**config.mk**
```make
export PLATFORM = sky130hd
export DESIGN_NAME = shift_sequencer
export DESIGN_NICKNAME = d
export VERILOG_FILES = /design/src/rtl/shift_sequencer.sv
export SDC_FILE = /design/constraint.sdc
export NUM_CORES = 1
export LEC_CHECK = 0
export ABC_AREA = 1
export CORE_MARGIN = 1.5
export CORE_UTILIZATION = 41
export DETAILED_ROUTE_END_ITERATION = 16
export GPL_TIMING_DRIVEN = 0
export PLACE_DENSITY = 0.72
export SETUP_SLACK_MARGIN = 0.4
export SLEW_MARGIN = 20
export SYNTH_ARGS = -nofsm -noshare
export SYNTH_HDL_FRONTEND = slang
export SYNTH_SLANG_ARGS = --single-unit
```
**constraint.sdc**
```tcl
create_clock -name clk -period 1.2 [get_ports clk]
set_input_delay 0.24 -clock clk [delete_from_list [all_inputs] [get_ports clk]]
set_output_delay 0.24 -clock clk [all_outputs]
set_load 0.01 [all_outputs]
```
**src/rtl/shift_sequencer.sv**
```systemverilog
// Shift-instruction sequencer: decodes a shift operation, optionally waits for a
// memory operand, then steps the shifter through load, shift and write-back.
module shift_sequencer #(
   parameter int MEM_TIMEOUT = 15
) (
   input  logic       clk,
   input  logic       reset,
   input  logic       start,
   input  logic [2:0] Shift_Op,
   input  logic       mem_ready,
   output logic [1:0] Shift_Amt,
   output logic       Shift_Src,
   output logic [2:0] Shift_Ctrl,
   output logic       mem_read,
   output logic       Reg_Wr,
   output logic       busy,
   output logic       done,
   output logic       illegal,
   output logic       timeout
);

   typedef enum logic [2:0] {IDLE, MEM_WAIT, LOAD, SHIFT, WRITE} state_t;
   typedef enum logic [2:0] {
      OP_SLL  = 3'b000, OP_SRL  = 3'b001, OP_SRA  = 3'b010, OP_SLLV = 3'b011,
      OP_SRAV = 3'b100, OP_SLLM = 3'b101, OP_BAD6 = 3'b110, OP_BAD7 = 3'b111
   } op_t;

   localparam logic [3:0] WAIT_LIMIT = 4'(MEM_TIMEOUT);

   state_t     state, state_next;
   op_t        op_q, op_next, op_in;
   logic [3:0] wait_cnt, cnt_next, cnt_inc;
   logic       illegal_q, illegal_next, timeout_q, timeout_next;
   logic [1:0] dec_amt;
   logic       dec_src;
   logic [2:0] dec_cmd;

   assign op_in   = op_t'(Shift_Op);
   assign cnt_inc = wait_cnt + 4'd1;

   // NOTE: non-blocking assignments so every register samples pre-edge values.
   always_ff @(posedge clk) begin
      if (reset) begin
         state     <= IDLE;
         op_q      <= OP_SLL;
         wait_cnt  <= '0;
         illegal_q <= 1'b0;
         timeout_q <= 1'b0;
      end else begin
         state     <= state_next;
         op_q      <= op_next;
         wait_cnt  <= cnt_next;
         illegal_q <= illegal_next;
         timeout_q <= timeout_next;
      end
   end

   // NOTE: every comb output gets a default first, so no path infers a latch.
   always_comb begin
      state_next   = state;
      op_next      = op_q;
      cnt_next     = wait_cnt;
      illegal_next = 1'b0;
      timeout_next = 1'b0;
      case (state)
         IDLE: begin
            if (start) begin
               if (op_in == OP_BAD6 || op_in == OP_BAD7) begin
                  illegal_next = 1'b1;
               end else begin
                  op_next    = op_in;
                  cnt_next   = '0;
                  state_next = (op_in == OP_SLLM) ? MEM_WAIT : LOAD;
               end
            end
         end
         MEM_WAIT: begin
            // A late mem_ready on the final wait cycle still wins over timeout.
            if (mem_ready) begin
               state_next = LOAD;
               cnt_next   = '0;
            end else if (cnt_inc == WAIT_LIMIT) begin
               state_next   = IDLE;
               cnt_next     = '0;
               timeout_next = 1'b1;
            end else begin
               cnt_next = cnt_inc;
            end
         end
         LOAD:    state_next = SHIFT;
         SHIFT:   state_next = WRITE;
         WRITE:   state_next = IDLE;
         default: state_next = IDLE;
      endcase
   end

   always_comb begin
      dec_amt = 2'b01;
      dec_src = 1'b0;
      dec_cmd = 3'b010;
      case (op_q)
         OP_SRL:  dec_cmd = 3'b011;
         OP_SRA:  dec_cmd = 3'b100;
         OP_SLLV: begin dec_amt = 2'b00; dec_src = 1'b1; end
         OP_SRAV: begin dec_amt = 2'b00; dec_src = 1'b1; dec_cmd = 3'b100; end
         OP_SLLM: dec_amt = 2'b10;
         default: ;
      endcase
   end

   always_comb begin
      Shift_Amt  = 2'b00;
      Shift_Src  = 1'b0;
      Shift_Ctrl = 3'b000;
      mem_read   = 1'b0;
      Reg_Wr     = 1'b0;
      done       = 1'b0;
      busy       = (state != IDLE);
      illegal    = illegal_q;
      timeout    = timeout_q;
      case (state)
         MEM_WAIT: begin
            mem_read  = 1'b1;
            Shift_Amt = 2'b10;
         end
         LOAD: begin
            Shift_Amt  = dec_amt;
            Shift_Src  = dec_src;
            Shift_Ctrl = 3'b001;
         end
         SHIFT: begin
            Shift_Amt  = dec_amt;
            Shift_Src  = dec_src;
            Shift_Ctrl = dec_cmd;
         end
         WRITE: begin
            Shift_Amt = dec_amt;
            Shift_Src = dec_src;
            Reg_Wr    = 1'b1;
            done      = 1'b1;
         end
         default: ;
      endcase
   end

endmodule

```
-- After elaboration in Yosys (flattened, before gate mapping)
Index checks and enable logic that the tools add are counted.
- register bits: 12
- output and inout port bits: 12
- $add $sub $neg: 1
- eq/ne operators: 16
- multiplexer cells: 21
- bitwise logic cells: 4
- reductions and logical operators: 12
- operator list (kind ; count):
    $eq A3 B3 Y1 const B ; 6
    $mux W4 ; 4
    $eq A3 B2 Y1 const B ; 4
    $mux W3 ; 4
    $pmux W3 S2 ; 2
    $pmux W3 S4 ; 1
    $reduce_and A3 Y1 ; 3
    $reduce_or A3 Y1 ; 3
    $pmux W2 S2 ; 2
    $pmux W4 S2 ; 1
    $eq A3 B1 Y1 const B ; 2
    $mux W1 ; 6
    $add A4 B1 Y4 const B ; 1
    $eq A4 B4 Y1 const B ; 1
    $ne A2 B2 Y1 const B ; 2
    $not A1 Y1 ; 4
    $reduce_or A2 Y1 ; 2
    $logic_not A3 Y1 ; 1
    $ne A3 B3 Y1 const B ; 1
    $reduce_bool A3 Y1 ; 1
    $mux W2 ; 1
    $reduce_bool A2 Y1 ; 1
    $logic_or A1 B1 Y1 ; 1

-- Depth between registers and ports, before layout
- depth after elaboration: 5
- gate-level depth with buffers: 9
- depth with buffers taken out: 9

-- Worst setup path before layout
Ideal clock, no wire load.
- path type: reg2out
- start: reg state[0]
- end: out Shift_Amt[1]
- arrival time: 1.102 ns
- data required time: 0.960 ns
- setup slack: -0.142 ns
- cell stages (with the launch flop): 4
- cells stage by stage: dfxtp_1 nor3_2 nor2_1 o31ai_1
- longest elaborated chain between the ends: 3
- elaborated cells on any way between the ends: 6
- ends and longest elaborated chain (element ; line ; source):
    start, declared ; 30 ; state_t state, state_next;
    start signal, assigned ; 50 ; state <= state_next;
    $eq A3 B3 Y1 or $eq A3 B2 Y1 (tied branches) ; 121 ; case (state)
    $reduce_or A3 Y1 (no source line) ; n/a ;
    $pmux W2 S2 (*) ; 121 ;
    end, declared ; 11 ; output logic [1:0] Shift_Amt,
Mark *: on every way between the ends. The rest lies on a longest branch, timed or not.

-- Worst setup path in the final report
- start: reg state[2]
- end: out Shift_Amt[1]
Same word-level chain as after synthesis.

==> flow_summary.toml <==
[clock_network]
clkSinkCount = 12
clk_latency_ns = 0.30
root_buffer = "clkbuf_4"
cts_made_buffers = 3
htree_num_levels = 1
cts.reportedPaths.clkPinSlew_ns = 0.09
cts_buffer_depth = 2
cts_tree = "built"

[sta]
skew_ns = 0.005996
setup_ws_ns = -0.5137
rsz0062_at_grt = "true"
slew_viol_final = 0
min_period_over_period = 1.428
worst_pin_slew_ns = 0.5872
period_needed_ns = 1.714
max_freq_ghz = 0.5835
timing.slew.headroom = 0.6085
setup_viol = 20
finalHoldViolCount = 0

[hold_path]
hold_class = "in2reg"
min-delay-start = "reset"

[power]
combinationalPowerShare = 0.436
power_density_nw_per_um2 = 1130
p_switching_w = 0.0005659
power_frac_clock = 0.242
ir_drop_mv = 0.8728
power_w = 0.001465
power_frac_seq = 0.322
power.leakage_nw = 0.5788
swShare = 0.3863
power.internal_w = 0.0008990

[final_layout]
n_fill_cell = 86
stdcell_area_um2 = 1296
fin_util = 0.8315
antenna_cells = 0
area_delta_synth_final_pct = 84.67
fin_nets = 158
drive_above_1_share = 0.5946
final_cells = 164

[worst_setup_path]
end_kind = "primary output"
cp_slowest_stage_delay_ns = 0.39
rrSetupSlack_ns = -0.23
critPathRequiredTime_ns = 0.96
cp_max_fo = 2
crit_path_top_delay_cell = "dfxtp_4"
startpoint = "state[2]"
cp.arrival_ns = 1.47
crit_type = "reg2out"
r2r-start = "state[2]"
startpoint_type = "flop"
crit_chain = "inv_6 > nor3_4 > buf_6 > nor2_4 > o31ai_2 > buf_2"

[routing]
routedWlPerCell_um = 16.00
ant_nets = 0
viasPerCell = 5.488
routed_wirelength_mm = 2.624
drtIter0Drc = 27
dr.pass1.iters = 6
drc_errors = 0
vias = 900

[global_routing]
grt_pass1_vias = 855
grt_max_degree = 10
grtUsageTotal = 0.2580
grt_pass1_wl_mm = 3.622
overflow = 0
antenna_found_initial = 0

[yosys]
synth_cells = 108
syn_area_um2 = 701.9
synth_fp_nets = 117
syn_avg_cell_area_um2 = 6.499
ys_ff_latch = 12
synth_cell_type_count = 20
synth_warnings = 0
synth_seq_area_share = 0.3422

[floorplan]
die_w_um = 44.38
initial_utilization = 0.4502
dieArea_um2 = 1969
core_um2 = 1559
core.rowCount = 14
io_pins = 19
dieHeight_um = 44.38

[run]
cap_violations = 0

[status]
violations = "negative setup slack"
status = "complete, but fails checks"

[placement]
placedCellCount = 141
place.gp.congestion = 0.7961
dp_hpwl_mm = 1.223
io_buffer_count = 17
post_dp_cell_area_um2 = 933.4
sequential cells by signal (all words and copies together), names as in the netlist:
register  cells
state         3
illegal       1
timeout       1
wait_cnt      4
op_q          3
power by group through the flow:
| stage | logic (W) | registers [W] | clock network [W] |
|---|---|---|---|
| global route | 0.000673 | 0.000474 | 0.000362 |
| floorplan | 0.000237 | 0.000466 | 0 |
| CTS | 0.000540 | 0.000464 | 0.000338 |
| detailed placement | 0.000364 | 0.000473 | 0 |
| finish | 0.000638 | 0.000472 | 0.000355 |
| global placement | 0.000361 | 0.000472 | 0 |
cells by family (layout without fill, tap and decap cells):
group | after synthesis | in the layout | synth area share
AOI/OAI and AO/OA | 15 | 15 | 0.1105
adders and majority gates | 2 | 2 | 0.03564
and+or+nand+nor | 57 | 57 | 0.3886
DFF | 12 | 12 | 0.3422
buffers and inverters | 22 | 62 | 0.1230
worst max-delay path, delay by kind of cell, from the launching register on:
kind / cells / cell delay [ns]
flip-flops: 1 / 0.39
buffers and inverters: 3 / 0.35
AND/OR/NAND/NOR: 2 / 0.24
AO/OA/AOI/OAI: 1 / 0.18
metrics by stage:
stage | hold slack [ns] | setup TNS (ns) | worst slack (ns)
floorplan | 0.3185 | 0 | 0.02464
global route | 0.4345 | -6.914 | -0.5472
finish | 0.3951 | -5.979 | -0.5137
detailed placement | 0.4783 | -5.002 | -0.5020
CTS | 0.3305 | -4.297 | -0.4181
global placement | 0.4702 | -4.675 | -0.4772
synth_stat cells:
cell	count	area, um2
nand4_1	2	12.51
nand3_1	9	45.04
nor3_2	1	10.01
a21oi_1	7	35.03
nor2_4	1	11.26
dfxtp_1	12	240.2
inv_2	4	15.01
buf_4	1	7.510
ha_1	2	25.02
o31ai_1	1	7.510
buf_1	1	3.750
nor2_2	3	18.77
nor2_1	13	48.80
nand2_4	1	11.26
nor3_1	1	5.000
o21ai_0	7	35.03
nand2_2	4	25.02
nor4_1	1	6.260
nand2_1	21	78.83
inv_1	16	60.06
cells in the final DEF, fill, tap and decap left out, drive strengths merged:
cell type | synthesis | routed
nand4 | 2 | 2
nand3 | 9 | 9
o21ai | 7 | 7
clkdlybuf4s50 | 0 | 5
nand2 | 26 | 26
nor4 | 1 | 1
nor3 | 2 | 2
a21oi | 7 | 7
o31ai | 1 | 1
nor2 | 17 | 17
dlygate4sd2 | 0 | 1
clkbuf | 0 | 4
buf | 2 | 30
clkdlybuf4s15 | 0 | 2
inv | 20 | 20
dfxtp | 12 | 12
ha | 2 | 2
cell type report:
| cell class | instances | area [um2] | area share |
|---|---|---|---|
| multi-input cells | 74 | 549.3 | 0.4237 |
| flip-flops and latches | 12 | 264.0 | 0.2037 |
| repair buffers | 36 | 329.1 | 0.2539 |
| inverters | 20 | 82.58 | 0.06371 |
| plain buffers | 2 | 15.01 | 0.01158 |
| well taps | 16 | 20.02 | 0.01544 |
| clock buffers | 4 | 36.28 | 0.02799 |
worst paths after layout:
check / end / depth (start not counted)
setup / recovery: Shift_Amt[1] / 6
hold / removal: state[1] / 2
setup reg to reg: wait_cnt[3] / 10
hold reg to reg: wait_cnt[3] / 2
routing by layer:
| layer | vias up | global-route usage | share of wire |
|---|---|---|---|
| met4 | 0 | 0.09697 | 0.020 |
| met3 | 9 | 0.1020 | 0.093 |
| met2 | 48 | 0.4382 | 0.52 |
| met5 | - | 0 | 0 |
| met1 | 421 | 0.2897 | 0.36 |
| li1 | 422 | - | - |
what timing repair did:
action / in CTS / in global routing
buffers inserted: 16 / 3
hold buffers: 0 / 0
resized for setup: 88 / 16
pin swaps: 19 / 7
setup endpoints to repair: 24 / 24
Power figures use the tool's default switching activity.
